`config.mk`:
```
export PLATFORM = sky130hd
export DESIGN_NAME = pipe_hazard_ctrl
export DESIGN_NICKNAME = d
export VERILOG_FILES = /design/src/rtl/rv32i_types.sv /design/src/rtl/load_use_detect.sv /design/src/rtl/pipe_hazard_ctrl.sv
export SDC_FILE = /design/constraint.sdc
export NUM_CORES = 1
export LEC_CHECK = 0
export CORE_MARGIN = 5
export CORE_UTILIZATION = 40
export CTS_CLUSTER_SIZE = 25
export DETAILED_ROUTE_END_ITERATION = 10
export GPL_ROUTABILITY_DRIVEN = 0
export HOLD_SLACK_MARGIN = 0.03
export PLACE_DENSITY = 0.8
export SYNTH_ARGS = -nofsm -noshare
export SYNTH_HDL_FRONTEND = slang
export SYNTH_SLANG_ARGS = --single-unit
export TNS_END_PERCENT = 5
```
`constraint.sdc`:
```
create_clock -name clk -period 2.7 [get_ports clk]
set_clock_uncertainty 0.1 [all_clocks]
set_input_delay 0.27 -clock clk [delete_from_list [all_inputs] [get_ports clk]]
set_output_delay 0.27 -clock clk [all_outputs]
set_load 0.005 [all_outputs]
```
`src/rtl/rv32i_types.sv`:
```
// Shared types for the pipeline control slice.
// Combinational definitions only; no latency.
// No flow control; consumed by the hazard controller and its helpers.
package rv32i_types;

    // Controller state; visible for debug only, outputs do not decode it
    // beyond suppressing load-use stalls while ID is being flushed.
    typedef enum logic [1:0] {
        RUN      = 2'd0,
        FREEZE   = 2'd1,
        BUBBLE   = 2'd2,
        REDIRECT = 2'd3
    } pipe_state_t;

    // Per-stage register load enables, PC first.
    typedef struct packed {
        logic pc;
        logic if_id;
        logic id_ex;
        logic ex_mem;
        logic mem_wb;
    } stage_en_t;

    localparam stage_en_t EN_ALL  = '{pc: 1'b1, if_id: 1'b1, id_ex: 1'b1, ex_mem: 1'b1, mem_wb: 1'b1};
    localparam stage_en_t EN_NONE = '{pc: 1'b0, if_id: 1'b0, id_ex: 1'b0, ex_mem: 1'b0, mem_wb: 1'b0};

    // Enables for a load-use stall: hold PC and IF/ID, let the rest advance
    // so a bubble is inserted into ID/EX.
    function automatic stage_en_t en_stall_front();
        stage_en_t e;
        e       = EN_ALL;
        e.pc    = 1'b0;
        e.if_id = 1'b0;
        return e;
    endfunction

endpackage

```
`src/rtl/load_use_detect.sv`:
```
// Load-use hazard compare between the load in EX and the sources read in ID.
// Purely combinational, zero latency.
// No flow control; result is consumed the same cycle by the controller.
// Ports: ex_is_load_i/ex_rd_i describe EX; id_rs*_i/id_uses_rs*_i describe ID;
//        hazard_o is high when ID needs the load result that is not yet available.
module load_use_detect (
    input  logic       ex_is_load_i,
    input  logic [4:0] ex_rd_i,
    input  logic [4:0] id_rs1_i,
    input  logic [4:0] id_rs2_i,
    input  logic       id_uses_rs1_i,
    input  logic       id_uses_rs2_i,
    output logic       hazard_o
);

    logic rs1_match;
    logic rs2_match;

    assign rs1_match = id_uses_rs1_i && (ex_rd_i == id_rs1_i);
    assign rs2_match = id_uses_rs2_i && (ex_rd_i == id_rs2_i);

    // x0 is hard-wired zero, so a load targeting it never creates a dependency.
    assign hazard_o  = ex_is_load_i && (ex_rd_i != 5'd0) && (rs1_match || rs2_match);

endmodule

```
`src/rtl/pipe_hazard_ctrl.sv`:
```
// 5-stage pipeline stall/flush controller with saturating performance counters.
// Latency: load enables are combinational; flushes are registered (one cycle after the cause).
// Backpressure: a pending memory access freezes every stage register until it completes.
// Ports: clk/rst (async active-high); imem_*/dmem_* memory handshakes; ex_br_taken
//        redirect; ex_*/id_* load-use operands; load_* stage enables; flush_* registered
//        clears; cnt_clr plus freeze/bubble/redirect counters (CNT_W bits, saturating).
module pipe_hazard_ctrl
    import rv32i_types::*;
#(
    parameter int CNT_W = 16
) (
    input  logic             clk,
    input  logic             rst,
    input  logic             imem_read,
    input  logic             imem_resp,
    input  logic             dmem_read,
    input  logic             dmem_write,
    input  logic             dmem_resp,
    input  logic             ex_br_taken,
    input  logic             ex_is_load,
    input  logic [4:0]       ex_rd,
    input  logic [4:0]       id_rs1,
    input  logic [4:0]       id_rs2,
    input  logic             id_uses_rs1,
    input  logic             id_uses_rs2,
    output logic             load_pc,
    output logic             load_if_id,
    output logic             load_id_ex,
    output logic             load_ex_mem,
    output logic             load_mem_wb,
    output logic             flush_if_id,
    output logic             flush_id_ex,
    input  logic             cnt_clr,
    output logic [CNT_W-1:0] freeze_cnt,
    output logic [CNT_W-1:0] bubble_cnt,
    output logic [CNT_W-1:0] redirect_cnt
);

    pipe_state_t      state_q, state_d;
    logic             flush_if_id_q, flush_if_id_d;
    logic             flush_id_ex_q, flush_id_ex_d;
    logic [CNT_W-1:0] freeze_cnt_q, bubble_cnt_q, redirect_cnt_q;

    stage_en_t        en;
    logic             mem_wait;
    logic             hazard_raw;
    logic             hazard;
    logic             inc_freeze;
    logic             inc_bubble;
    logic             inc_redirect;

    assign mem_wait = (imem_read && !imem_resp) ||
                      ((dmem_read || dmem_write) && !dmem_resp);

    load_use_detect u_load_use_detect (
        .ex_is_load_i  (ex_is_load),
        .ex_rd_i       (ex_rd),
        .id_rs1_i      (id_rs1),
        .id_rs2_i      (id_rs2),
        .id_uses_rs1_i (id_uses_rs1),
        .id_uses_rs2_i (id_uses_rs2),
        .hazard_o      (hazard_raw)
    );

    // The instruction in ID during REDIRECT is the wrong-path one being
    // flushed, so its dependency must not stall the pipe.
    assign hazard = hazard_raw && (state_q != REDIRECT);

    always_comb begin
        state_d       = RUN;
        en            = EN_ALL;
        flush_if_id_d = 1'b0;
        flush_id_ex_d = 1'b0;
        inc_freeze    = 1'b0;
        inc_bubble    = 1'b0;
        inc_redirect  = 1'b0;

        if (mem_wait) begin
            // Nothing moves. A branch or hazard stays on the (stable) inputs
            // and is acted on once the access completes. No new flush is
            // issued, and any flush from the previous cycle has already
            // cleared its register, so the flush flops return low.
            state_d    = FREEZE;
            en         = EN_NONE;
            inc_freeze = 1'b1;
        end else if (ex_br_taken) begin
            state_d       = REDIRECT;
            flush_if_id_d = 1'b1;
            flush_id_ex_d = 1'b1;
            inc_redirect  = 1'b1;
        end else if (hazard) begin
            state_d       = BUBBLE;
            en            = en_stall_front();
            flush_id_ex_d = 1'b1;
            inc_bubble    = 1'b1;
        end
    end

    always_ff @(posedge clk or posedge rst) begin
        if (rst) begin
            state_q       <= RUN;
            flush_if_id_q <= 1'b1;
            flush_id_ex_q <= 1'b1;
        end else begin
            state_q       <= state_d;
            flush_if_id_q <= flush_if_id_d;
            flush_id_ex_q <= flush_id_ex_d;
        end
    end

    function automatic logic [CNT_W-1:0] sat_inc(input logic [CNT_W-1:0] v);
        return (v == '1) ? v : v + CNT_W'(1);
    endfunction

    always_ff @(posedge clk or posedge rst) begin
        if (rst) begin
            freeze_cnt_q   <= '0;
            bubble_cnt_q   <= '0;
            redirect_cnt_q <= '0;
        end else if (cnt_clr) begin
            freeze_cnt_q   <= '0;
            bubble_cnt_q   <= '0;
            redirect_cnt_q <= '0;
        end else begin
            if (inc_freeze)   freeze_cnt_q   <= sat_inc(freeze_cnt_q);
            if (inc_bubble)   bubble_cnt_q   <= sat_inc(bubble_cnt_q);
            if (inc_redirect) redirect_cnt_q <= sat_inc(redirect_cnt_q);
        end
    end

    // Enables are forced low for the whole reset window, not just at edges.
    assign load_pc      = en.pc     && !rst;
    assign load_if_id   = en.if_id  && !rst;
    assign load_id_ex   = en.id_ex  && !rst;
    assign load_ex_mem  = en.ex_mem && !rst;
    assign load_mem_wb  = en.mem_wb && !rst;

    assign flush_if_id  = flush_if_id_q;
    assign flush_id_ex  = flush_id_ex_q;

    assign freeze_cnt   = freeze_cnt_q;
    assign bubble_cnt   = bubble_cnt_q;
    assign redirect_cnt = redirect_cnt_q;

endmodule

```
==> results of run 1 <==
-- routing by layer --
metal  global-route usage (%)  vias up
met2                     26.6       74
met1                     23.0     1339
met4                     3.30        0
met5                        0        -
li1                         -     1352
met3                     4.67        4
-- area by class of cell --
cell class | instances | area (um2) | share of cell area, %
clock buffer | 6 | 72.6 | 1.77
clock inverter | 2 | 35.0 | 0.855
multi-input combinational | 252 | 1630 | 39.8
timing repair buffer | 92 | 901 | 22.0
tap | 99 | 124 | 3.02
sequential | 52 | 1300 | 31.8
inverter | 8 | 30.0 | 0.733
-- worst register-to-register path, delay by kind of cell, from the launching register on --
| family | cells | cell delay (ns) |
|---|---|---|
| DFF | 1 | 0.47 |
| muxes | 1 | 0.32 |
| and+or+nand+nor | 4 | 0.99 |
| adders and majority gates | 1 | 0.30 |
-- final timing paths --
check | start | cells after the start | slack [ns] | end
worst max register to register | bubble_cnt[0] | 6 | 0.40 | bubble_cnt[3]
min in group clk | cnt_clr | 2 | 0.43 | freeze_cnt[11]
worst min register to register | freeze_cnt[9] | 2 | 0.48 | freeze_cnt[9]
worst max-delay path | ex_rd[2] | 7 | 0.14 | load_pc
worst min-delay path | rst | 2 | 0.32 | freeze_cnt[11]
max in group asynchronous | rst | 3 | 1.54 | flush_if_id
-- placed cells by master (no fill, tap or decap), types with 8 or more instances in the layout --
master / n
mux2_1: 10
a21oi_1: 14
buf_4: 10
xor2_1: 8
xnor2_1: 25
nand4_1: 15
dfrtp_1: 50
nor2b_1: 11
nand2_1: 14
nand3_1: 19
clkdlybuf4s50_1: 80
nor4_1: 11
nor2_1: 46
nor3_1: 13
-- per-stage QoR --
step	util, %	setup slack [ns]	cell area (um2)	power (W)	hold slack (ns)
6_report	55.9	0.144	4100	0.00153	0.317
5_1_grt	55.9	0.0387	4100	0.00160	0.389
4_1_cts	55.8	0.0158	4090	0.00154	0.342
3_5_place_dp	54.3	0.0208	3980	0.00101	0.462
3_3_place_gp	54.3	0.0550	3980	0.00100	0.455
2_1_floorplan	-	0.726	3040	0.000907	0.305
-- flip-flops by register name, summed over array words and instances, names as in the netlist --
| signal | count |
|---|---|
| bubble_cnt | 16 |
| freeze_cnt | 16 |
| redirect_cnt | 16 |
| state_q | 2 |
| flush_id_ex | 1 |
| flush_if_id | 1 |
-- what timing repair did --
item,in CTS,in global routing
setup endpoints to repair,0,2
gates resized for setup,0,3
hold buffers,0,0
-- report_power, final --
group | internal (W) | leakage [nW] | total [W] | switching (W)
combinational | 0.0000950 | 0.804 | 0.000191 | 0.0000961
sequential | 0.000790 | 0.713 | 0.000802 | 0.0000118
clock | 0.000276 | 0.0552 | 0.000536 | 0.000260
-- cells by family (layout without fill, tap and decap cells) --
logic type	Yosys count	in the layout	synth area share (%)
buffers and inverters	25	108	3.78
adders and majority gates	3	3	1.23
DFF	52	52	42.8
AOI/OAI and AO/OA	40	40	9.70
muxes	11	11	4.03
xor gates and xnor gates	33	33	9.50
and+or+nand+nor	165	165	28.9
==> results.json, run 1 <==
{
  "peakVddDrop_mv": 0.245,
  "cap_viol_max_count": 0,
  "routedWlPerCell_um": 15.2,
  "cp_top_family": "buffers and inverters",
  "synth-edff-count": 0,
  "crit_path_max_incr_delay_ns": 0.55,
  "crit_fanout": 3,
  "worst_pin_slew_ns": 0.758,
  "crit_required_ns": 2.33,
  "antennaDiodeCount": 0,
  "max-slew-margin-rel_pct": 49.5,
  "synth_warnings": 0,
  "cts.path.max_buffers": 2,
  "core-area_um2": 7330,
  "first_iter_violations": 88,
  "crit_path_start_kind": "input pin",
  "yosys-top-cells-area": "dfrtp_1 (41%), xnor2_1 (7.2%), nor2_1 (5.7%)",
  "fp.dieArea_um2": 9450,
  "tns_ns": 0,
  "worstSetupEndpointType": "output pin",
  "first_pass_iters": 4,
  "synth_top_area_cell": "dfrtp_1",
  "cts_root_buf": "clkbuf_8",
  "overflow": 0,
  "area_delta_synth_final_pct": 34.7,
  "drt-total-wl_mm": 7.78,
  "ys.flop_type": "dfrtp_1",
  "dieHeight_um": 97.2,
  "initial_utilization_pct": 41.5,
  "io_pins": 82,
  "finalSetupViolations": 0,
  "yosys.cell_count.top_type": "dfrtp_1",
  "vias": 2769,
  "wl_met2_mm": 3.57,
  "layout.nets": 441,
  "fmax_mhz": 391,
  "synth.top_cell.area_share_pct": 41.1,
  "grt_max_degree": 42,
  "insertion_delay_ns": 0.30,
  "status": "complete, no violations",
  "path_class": "input pin to output pin",
  "grt_pass1_vias": 2786,
  "cts_tree": "built",
  "critPathMostFrequentCell": "clkdlybuf4s50_1",
  "portBuffers": 81,
  "clock_sinks": 52,
  "critPathBufInv": 2,
  "maxSlewViolCount": 0,
  "dp_hpwl_mm": 5.62,
  "hp-class": "input pin to asynchronous set/reset pin",
  "drc_errors": 0,
  "cp.arrival_ns": 2.19,
  "post-route-period-util_pct": 94.7,
  "power_density_nw_per_um2": 373,
  "grt_antenna_before_repair": 0,
  "nFillCells": 663,
  "cp_slowest_cell": "clkdlybuf4s50_1",
  "via_per_inst": 5.42,
  "drive_gt1_share_pct": 7.52,
  "fin_cells": 511,
  "numCtsBuffers": 5,
  "syn_area_um2": 3040,
  "avgSynthCellArea_um2": 9.25,
  "wl_met3_um": 449,
  "ys_ff_latch": 52,
  "synth_cell_types": 45,
  "period_needed_ns": 2.56,
  "postCtsSetupBuffers": 0,
  "synthCells": 329,
  "dp.cells": 503,
  "hold_viol_final": 0,
  "drt-met1-wl_mm": 3.73,
  "grt_usage_pct": 16.8,
  "row_count": 31,
  "rsz0062_at_grt": "false",
  "die_w_um": 97.2,
  "yosysSeqAreaShare_pct": 42.8,
  "highest_layer": "met4",
  "synth_nets": 359,
  "cts_max_level": 2,
  "ant_nets": 0,
  "path_clk_slew_ns": 0.10,
  "synthArstFlopShare_pct": 100,
  "critical_path.cell_chain": "clkdlybuf4s50_1 > xor2_1 > nor4_2 > a32oi_2 > nor2b_2 > a21boi_1 > clkdlybuf4s50_1",
  "synthTopCellsByCount": "dfrtp_1 (50), nor2_1 (46), xnor2_1 (25)",
  "p_leak_nw": 1.57,
  "grt_first_pass_wirelength_mm": 13.5
}
No activity file was read; power rests on OpenSTA's default activity.
==> run 2, diff against run 1 <==
--- a/config.mk
+++ b/config.mk
@@ -5,6 +5,7 @@
 export SDC_FILE = /design/constraint.sdc
 export NUM_CORES = 1
 export LEC_CHECK = 0
+export CORE_ASPECT_RATIO = 1.4
 export CORE_MARGIN = 5
 export CORE_UTILIZATION = 40
 export CTS_CLUSTER_SIZE = 25
==> run 2 against run 1 <==
  * Non-clock buffer count grew 1
  * Largest power group unchanged
  * Clock-buffer cell count is the same
  * Critical endpoint is now load_if_id
  * Critical path depth shrank 1
  * Via count shrank 2.0%
  * Sequential power is essentially flat
  * Sequential cell count is the same
  * Register-to-register slack lost 0.05 ns
  * Design area shrank 0.64%
  * Combinational power shrank 3%
  * Sequential share of layout area grew 0.21 points
  * Global-route usage shrank 0.45 points
  * First-iteration DRC count shrank 8.0%
==> results.json, run 2 (same netlist as run 1, synthesis figures left out) <==
{
  "dp.cells": 502,
  "rrSetupSlack_ns": 0.35,
  "crit_required_ns": 2.33,
  "hold_viol_final": 0,
  "reg2reg_to": "bubble_cnt[3]",
  "die_w_um": 83.7,
  "grt_max_degree": 25,
  "cts_root_buf": "clkbuf_8",
  "fin_ws_ns": 0.167,
  "cts_tree": "built",
  "io_pins": 82,
  "crit_path_start_kind": "input pin",
  "dieHeight_um": 113,
  "via_per_inst": 5.32,
  "first_iter_violations": 81,
  "max-slew-margin-rel_pct": 64.5,
  "first_pass_iters": 4,
  "hp-class": "input pin to asynchronous set/reset pin",
  "drc_errors": 0,
  "layout_common_cells": "clkdlybuf4s50_1 (80), dfrtp_1 (50), nor2_1 (46), xnor2_1 (25), nand3_1 (19)",
  "tns_ns": 0,
  "final_common_cell": "clkdlybuf4s50_1",
  "drive_gt1_share_pct": 7.51,
  "grt_first_pass_wirelength_mm": 12.8,
  "post-route-period-util_pct": 93.8,
  "drt-total-wl_mm": 7.50,
  "period_needed_ns": 2.53,
  "maxSlewViolCount": 0,
  "cts_max_level": 2,
  "p_leak_nw": 1.57,
  "cap_viol_max_count": 0,
  "path_class": "input pin to output pin",
  "peakVddDrop_mv": 0.348,
  "power_density_nw_per_um2": 360,
  "cp.arrival_ns": 2.16,
  "layout.nets": 442,
  "area_delta_synth_final_pct": 33.8,
  "worstSetupEndpointType": "output pin",
  "portBuffers": 81,
  "clock_sinks": 52,
  "grt_antenna_before_repair": 0,
  "fp.dieArea_um2": 9480,
  "dp_slack_ns": 0.0805,
  "fmax_mhz": 395,
  "initial_utilization_pct": 41.1,
  "crit_fanout": 3,
  "grt_usage_pct": 16.3,
  "status": "complete, no violations",
  "rr_worst_depth": 6,
  "finalSetupViolations": 0,
  "overflow": 0,
  "cts.path.max_buffers": 2,
  "path_clk_slew_ns": 0.10,
  "dp_hpwl_mm": 5.75,
  "vias": 2713,
  "insertion_delay_ns": 0.31,
  "routedWlPerCell_um": 14.7,
  "worstReg2RegStart": "bubble_cnt[0]",
  "critPathMostFrequentCell": "clkdlybuf4s50_1",
  "ant_nets": 0,
  "grt_pass1_vias": 2755,
  "fin_cells": 510,
  "worst_pin_slew_ns": 0.519,
  "core-area_um2": 7410,
  "rsz0062_at_grt": "false",
  "critical_path.cell_chain": "clkdlybuf4s50_1 > nor3_1 > a221oi_4 > nor2b_1 > a21boi_1 > clkdlybuf4s50_1",
  "cp_slowest_cell": "clkdlybuf4s50_1",
  "antennaDiodeCount": 0,
  "numCtsBuffers": 5,
  "crit_path_max_incr_delay_ns": 0.53,
  "row_count": 37
}
[run 2: worst max path at each step]
stage,cells after the start,from,slack [ns],to
2_1_floorplan,6,bubble_cnt[0],0.73,bubble_cnt[11]
5_1_grt,7,ex_rd[2],0.04,load_pc
3_3_place_gp,6,ex_rd[0],0.11,load_pc
4_1_cts,6,ex_rd[0],0.08,load_if_id
6_report,6,ex_rd[0],0.17,load_if_id
3_5_place_dp,6,ex_rd[0],0.08,load_if_id
[run 2: per-layer routing]
layer	GRT usage, %	vias up	share of wire [%]
met5	0	-	0
met4	8.26	0	3.3
met3	3.64	24	4.5
met2	28.8	69	52
met1	18.3	1277	40
li1	-	1343	-
[run 2: layout make-up]
type | count | area, um2
Sequential cell | 52 | 1300
Inverter | 8 | 30.0
Clock inverter | 2 | 13.8
Tap cell | 97 | 121
Clock buffer | 6 | 82.6
Timing Repair Buffer | 93 | 896
Fill cell | 687 | 3340
Multi-Input combinational cell | 252 | 1620
[run 2: per-stage QoR]
stage / power [W] / hold slack [ns] / util (%) / cell area [um2]
finish: 0.00147 / 0.162 / 55.0 / 4070
global route: 0.00154 / 0.186 / 55.0 / 4070
CTS: 0.00149 / 0.166 / 55.0 / 4070
detailed placement: 0.00100 / 0.465 / 53.7 / 3980
global placement: 0.000999 / 0.459 / 53.7 / 3980
floorplan: 0.000907 / 0.305 / - / 3040
[run 2: critical path: cells and delay by family]
family / cells / cell delay [ns]
compound gates: 2 / 0.32
simple gates: 2 / 0.57
buf+inv: 2 / 1.00
[run 2: power by group]
part	leakage (nW)	switching (W)	total (W)	internal (W)
Combinational	0.802	0.0000931	0.000186	0.0000924
Sequential	0.713	0.0000111	0.000801	0.000790
Clock	0.0516	0.000269	0.000479	0.000210
Total	1.57	0.000373	0.00147	0.00109
[run 2: what timing repair did]
| action | in CTS | in global routing |
|---|---|---|
| setup endpoints to repair | 0 | 2 |
| setup buffers | 0 | 0 |
| resized for setup | 0 | 1 |
| hold buffers | 0 | 0 |
==> run 3, diff against run 2 <==
--- a/config.mk
+++ b/config.mk
@@ -5,6 +5,7 @@
 export SDC_FILE = /design/constraint.sdc
 export NUM_CORES = 1
 export LEC_CHECK = 0
+export ABC_CLOCK_PERIOD_IN_PS = 2700
 export CORE_ASPECT_RATIO = 1.4
 export CORE_MARGIN = 5
 export CORE_UTILIZATION = 40
@@ -12,8 +13,9 @@
 export DETAILED_ROUTE_END_ITERATION = 10
 export GPL_ROUTABILITY_DRIVEN = 0
 export HOLD_SLACK_MARGIN = 0.03
-export PLACE_DENSITY = 0.8
+export PLACE_DENSITY = 0.81
 export SYNTH_ARGS = -nofsm -noshare
 export SYNTH_HDL_FRONTEND = slang
+export SYNTH_HIERARCHICAL = 1
 export SYNTH_SLANG_ARGS = --single-unit
 export TNS_END_PERCENT = 5
==> run 3 against run 2 <==
  * Worst setup slack got worse by 0.12 ns
  * Design area fell by 0.40%
  * Via count rose by 2.8%
==> results.json, run 3 <==
{
  "status": "complete, no violations",
  "cp.arrival_ns": 2.78,
  "synth-edff-count": 0,
  "vias": 2790,
  "first_iter_violations": 107,
  "antennaDiodeCount": 0,
  "crit_start": "id_rs1[0]",
  "ant_nets": 0,
  "worstSetupEndpointType": "flop",
  "rr_worst_depth": 6,
  "crit_fanout": 6,
  "io_pins": 82,
  "via_per_inst": 5.52,
  "dp_slack_ns": -0.727,
  "drc_errors": 0,
  "dieHeight_um": 111,
  "path_class": "input pin to flop",
  "worst_pin_slew_ns": 0.992,
  "worstReg2RegStart": "redirect_cnt[0]",
  "synth_nets": 347,
  "synthTopCellsByCount": "dfrtp_1 (50), nor2_1 (39), a21oi_1 (21)",
  "cts_root_buf": "clkbuf_8",
  "synth_top_area_cell": "dfrtp_1",
  "rrSetupSlack_ns": 0.42,
  "fin_ws_ns": 0.0487,
  "portBuffers": 81,
  "grt_usage_pct": 18.0,
  "overflow": 0,
  "max-slew-margin-rel_pct": 33.9,
  "clock_sinks": 52,
  "avgSynthCellArea_um2": 9.28,
  "grt_antenna_before_repair": 0,
  "first_pass_iters": 5,
  "p_leak_nw": 1.58,
  "cts_max_level": 2,
  "drt-total-wl_mm": 8.16,
  "finalPower_w": 0.00149,
  "reg2reg_to": "redirect_cnt[9]",
  "row_count": 37,
  "layout_common_cells": "clkdlybuf4s50_1 (63), dfrtp_1 (50), nor2_1 (39), a21oi_1 (19)",
  "synth_warnings": 6,
  "cap_viol_max_count": 0,
  "fp.dieArea_um2": 9190,
  "initial_utilization_pct": 40.5,
  "insertion_delay_ns": 0.30,
  "yosys.cell_count.top_type": "dfrtp_1",
  "synthArstFlopShare_pct": 100,
  "area_delta_synth_final_pct": 37.9,
  "crit_required_ns": 2.82,
  "grt_first_pass_wirelength_mm": 13.4,
  "yosysSeqAreaShare_pct": 44.3,
  "postCtsHoldBufs": 0,
  "synth.top_cell.area_share_pct": 42.6,
  "synth_cell_types": 46,
  "crit_path_start_kind": "input pin",
  "power_density_nw_per_um2": 368,
  "dp_hpwl_mm": 6.07,
  "hold_ws_ns": 0.318,
  "final_common_cell": "clkdlybuf4s50_1",
  "ys.flop_type": "dfrtp_1",
  "peakVddDrop_mv": 0.268,
  "layout.nets": 437,
  "finalSetupViolations": 0,
  "period_needed_ns": 2.65,
  "maxSlewViolCount": 0,
  "tns_ns": 0,
  "grt_max_degree": 54,
  "grt_pass1_vias": 2818,
  "numCtsBuffers": 5,
  "syn_area_um2": 2940,
  "cts_tree": "built",
  "cts.path.max_buffers": 2,
  "yosys-top-cells-area": "dfrtp_1 (43%), xnor2_1 (5.7%), nor2_1 (5.0%)",
  "path_clk_slew_ns": 0.10,
  "drive_gt1_share_pct": 13.5,
  "ys_ff_latch": 52,
  "die_w_um": 82.5,
  "synthCells": 317,
  "fmax_mhz": 377,
  "routedWlPerCell_um": 16.2,
  "core-area_um2": 7270,
  "hold_viol_final": 0,
  "post-route-period-util_pct": 98.2,
  "hp-class": "input pin to asynchronous set/reset pin"
}
-- run 3: kinds of logic (layout without fill, tap and decap cells) --
logic type / count (synthesis) / after routing / synth area share, %
and+or+nand+nor: 145 / 145 / 26.6
AOI/OAI and AO/OA: 54 / 54 / 12.1
xor gates and xnor gates: 35 / 35 / 10.4
adders and majority gates: 3 / 3 / 1.28
buffers and inverters: 23 / 114 / 3.45
muxes: 5 / 5 / 1.79
DFF: 52 / 52 / 44.3
-- run 3: critical path: stages --
cell             delay, ns
clkdlybuf4s15_1       0.18
xor2_1                0.16
nor4_2                0.24
nand3_1               0.13
a21oi_2               0.15
a21bo_2               0.24
or4_4                 0.44
a211o_4               0.35
or4_1                 0.48
a21oi_1               0.15
-- run 3: repair_timing --
item	4_1_cts	5_1_grt
gates resized for setup	55	8
setup buffers	0	1
setup endpoints to repair	16	7
pin swaps	19	10
-- run 3: per-stage QoR --
stage / area, um2 / cells / util [%]
6_report: 4060 / 505 / 55.8
5_1_grt: 4060 / 505 / 55.8
4_1_cts: 4020 / 504 / 55.4
3_5_place_dp: 3930 / 496 / 54.1
3_3_place_gp: 3930 / 496 / 54.1
2_1_floorplan: 2940 / 317 / -
-- run 3: power breakdown --
| part | leakage [nW] | total [W] | internal, W | switching, W |
|---|---|---|---|---|
| combinational | 0.812 | 0.000166 | 0.0000812 | 0.0000849 |
| sequential | 0.713 | 0.000800 | 0.000790 | 0.0000107 |
| clock | 0.0524 | 0.000527 | 0.000278 | 0.000249 |
-- run 3: per-layer routing --
metal	up-vias	global-route usage [%]	part of all wire, %
met5	-	0	0
met4	0	6.87	1.7
met3	10	3.40	5.2
met2	71	33.1	55
met1	1376	19.6	38
li1	1333	-	-
-- run 3: worst max path at each step --
stage,to,slack (ns),cells past startpoint
finish,bubble_cnt[11],0.05,10
global route,bubble_cnt[11],-0.002,10
CTS,bubble_cnt[11],0.002,10
detailed placement,bubble_cnt[8],-0.73,11
global placement,bubble_cnt[8],-0.59,11
floorplan,bubble_cnt[11],-0.06,10
-- run 3: layout make-up --
type / instances / area [um2]
repair buffers: 98 / 917
flip-flops and latches: 52 / 1300
inverters: 8 / 30.0
clock buffers: 7 / 76.3
clock inverters: 1 / 30.0
multi-input cells: 242 / 1580
fillers: 683 / 3210
well taps: 97 / 121
==> edit (settings of run 1) <==
The 4 states of `pipe_state_t` get a one-hot encoding in 4 bits.
--- a/src/rtl/rv32i_types.sv
+++ b/src/rtl/rv32i_types.sv
@@ -6,9 +6,9 @@
     // Controller state; visible for debug only, outputs do not decode it
     // beyond suppressing load-use stalls while ID is being flushed.
-    typedef enum logic [1:0] {
-        RUN      = 2'd0,
-        FREEZE   = 2'd1,
-        BUBBLE   = 2'd2,
-        REDIRECT = 2'd3
+    typedef enum logic [3:0] {
+        RUN      = 4'b0001,
+        FREEZE   = 4'b0010,
+        BUBBLE   = 4'b0100,
+        REDIRECT = 4'b1000
     } pipe_state_t;
 
Formal check against the unedited RTL: no difference found for any inputs over 10 cycles, from zero or initial values and one cycle with rst high; not proved beyond that.
==> edit against run 1 <==
Routed wire length grew 0.64%. Synthesized area grew 0.29%. First-iteration DRC count is 34% higher. Critical path depth shrank 2. Worst setup slack improved by 0.048 ns. Design area down 0.21%. Total power fell by 1.9%. Global-route usage down 0.073 points. Sequential cell count is 2 higher. Critical path type is now reg2out. Largest cell class unchanged.
==> edit: results (changes against run 1) <==
[setup_path]
startpoint_type=flop  ; was input port
crit_arrival_ns=2.14  ; was 2.19 ns
critPathMaxFanout=3  ; unchanged

[global_routing]
gr-usage-all-layers=0.167  ; was 0.168
antenna_found_initial=0  ; unchanged
grt_pass1_vias=2762  ; was 2786
grt_pass1_wl_um=13400  ; was 13500 um
grt_max_degree=32  ; was 42

[route]
met2WireLength_um=3650  ; was 3570 um
routedWlPerCell_um=15.5  ; was 15.2 um
routed_wl_um=7830  ; was 7780 um
drt_iter0_drc=118  ; was 88
avgViaCountPerCell=5.59  ; was 5.42
met3_wirelength_um=439  ; was 449 um
dr.pass1.iters=5  ; was 4
highest_layer=met4  ; unchanged
met1_length_um=3680  ; was 3730 um

[logic_synthesis]
ys_seq_area_frac=0.444  ; was 0.428
yosys.cell_types.count=55  ; was 45
yosys-top-cells-count=51 x dfrtp_1, 33 x nor2_1, 21 x a21oi_1  ; was 50 x dfrtp_1, 46 x nor2_1, 25 x xnor2_1
synthCells=323  ; was 329
synthesis.nets=353  ; was 359
synth.area.top_cells=dfrtp_1 42%, xor2_1 4.6%, nor2_1 4.1%  ; was dfrtp_1 41%, xnor2_1 7.2%, nor2_1 5.7%

[status]
status=complete, no violations  ; unchanged

[clock_network]
clkLatencyLatePin_ns=0.32  ; was 0.30 ns
clk_pin_slew_ns=0.10  ; about the same
h-tree-depth=2  ; unchanged

[placed_design]
portBuffers=81  ; unchanged
hpwl_um=5820  ; was 5620 um
placedCellCount=499  ; was 503
placed_cell_area_um2=4000  ; was 3980 um2
pre_cts_slack_ns=-0.174  ; was 0.0208 ns

[power]
peakVddDrop_uv=232  ; was 245 uV
switching_share=0.263  ; was 0.241
p_leak_nw=1.57  ; about the same

[min_path]
hp-class=in2reg  ; was in2async

[finish]
nNetsFinal=437  ; was 441
antenna_cells=0  ; unchanged
drive_gt1_frac=0.0882  ; was 0.0752

[sta]
slew_headroom=0.314  ; was 0.495

## edit: metal layers
metal | up-vias | global-route usage
li1 | 1356 | -
met1 | 1376 | 0.230
met2 | 98 | 0.263
met3 | 4 | 0.0388
met4 | 0 | 0.0469
met5 | - | 0
## edit: through the flow
step,setup TNS (ns),util
2_1_floorplan,0,-
3_3_place_gp,-0.256,0.545
3_5_place_dp,-0.344,0.545
4_1_cts,0,0.558
5_1_grt,0,0.558
6_report,0,0.558
## edit: final cells by class
cell class / count / area (um2)
clock buffer: 5 / 68.8
tap: 99 / 124
fill: 657 / 3240
clock inverter: 3 / 26.3
multi-input combinational: 247 / 1590
timing repair buffer: 91 / 891
inverter: 8 / 30.0
sequential: 54 / 1360
## edit: final timing paths
| check | start | endpoint | slack [ns] | cells after the start |
|---|---|---|---|---|
| max | state_q[1]$_DFF_PP0_ | load_if_id | 0.19 | 5 |
| min | cnt_clr | bubble_cnt[4]$_DFFE_PP0P_ | 0.22 | 2 |
| max reg2reg | redirect_cnt[3]$_DFFE_PP0P_ | redirect_cnt[5]$_DFFE_PP0P_ | 0.35 | 5 |
| min reg2reg | bubble_cnt[8]$_DFFE_PP0P_ | bubble_cnt[8]$_DFFE_PP0P_ | 0.49 | 2 |
| max in group asynchronous | rst | flush_id_ex$_DFF_PP1_ | 1.56 | 3 |
| min in group asynchronous | rst | freeze_cnt[5]$_DFFE_PP0P_ | 0.29 | 2 |
## edit: power groups by stage
stage               registers (mW)  logic [mW]  clock network [mW]
detailed placement           0.847       0.184                   0
finish                       0.831       0.181               0.487
floorplan                    0.846      0.0845                   0
CTS                          0.832       0.184               0.495
global route                 0.833       0.200               0.526
global placement             0.846       0.180                   0
## edit: kinds of logic (layout without fill, tap and decap cells)
group           Yosys count  in the layout  share of synthesized area
simple gates            146            146                      0.262
compound gates           62             62                      0.138
flops                    54             54                      0.444
xor+xnor                 26             26                     0.0746
buf+inv                  22            107                     0.0336
mux                      10             10                     0.0353
fa+ha+maj                 3              3                     0.0123
## edit: timing repair
item | in CTS | in global routing
gates resized for setup | 3 | 0
endpoints found under the hold margin | 0 | 0
endpoints found under the setup margin | 2 | 0
setup buffers | 0 | 0
## edit: critical path, stage by stage, from the launching register on
cell and delay, ns:
dfrtp_1 0.37, or4b_2 0.68, o211a_1 0.17, nor2b_1 0.18
a21boi_1 0.17, dlygate4sd2_1 0.26
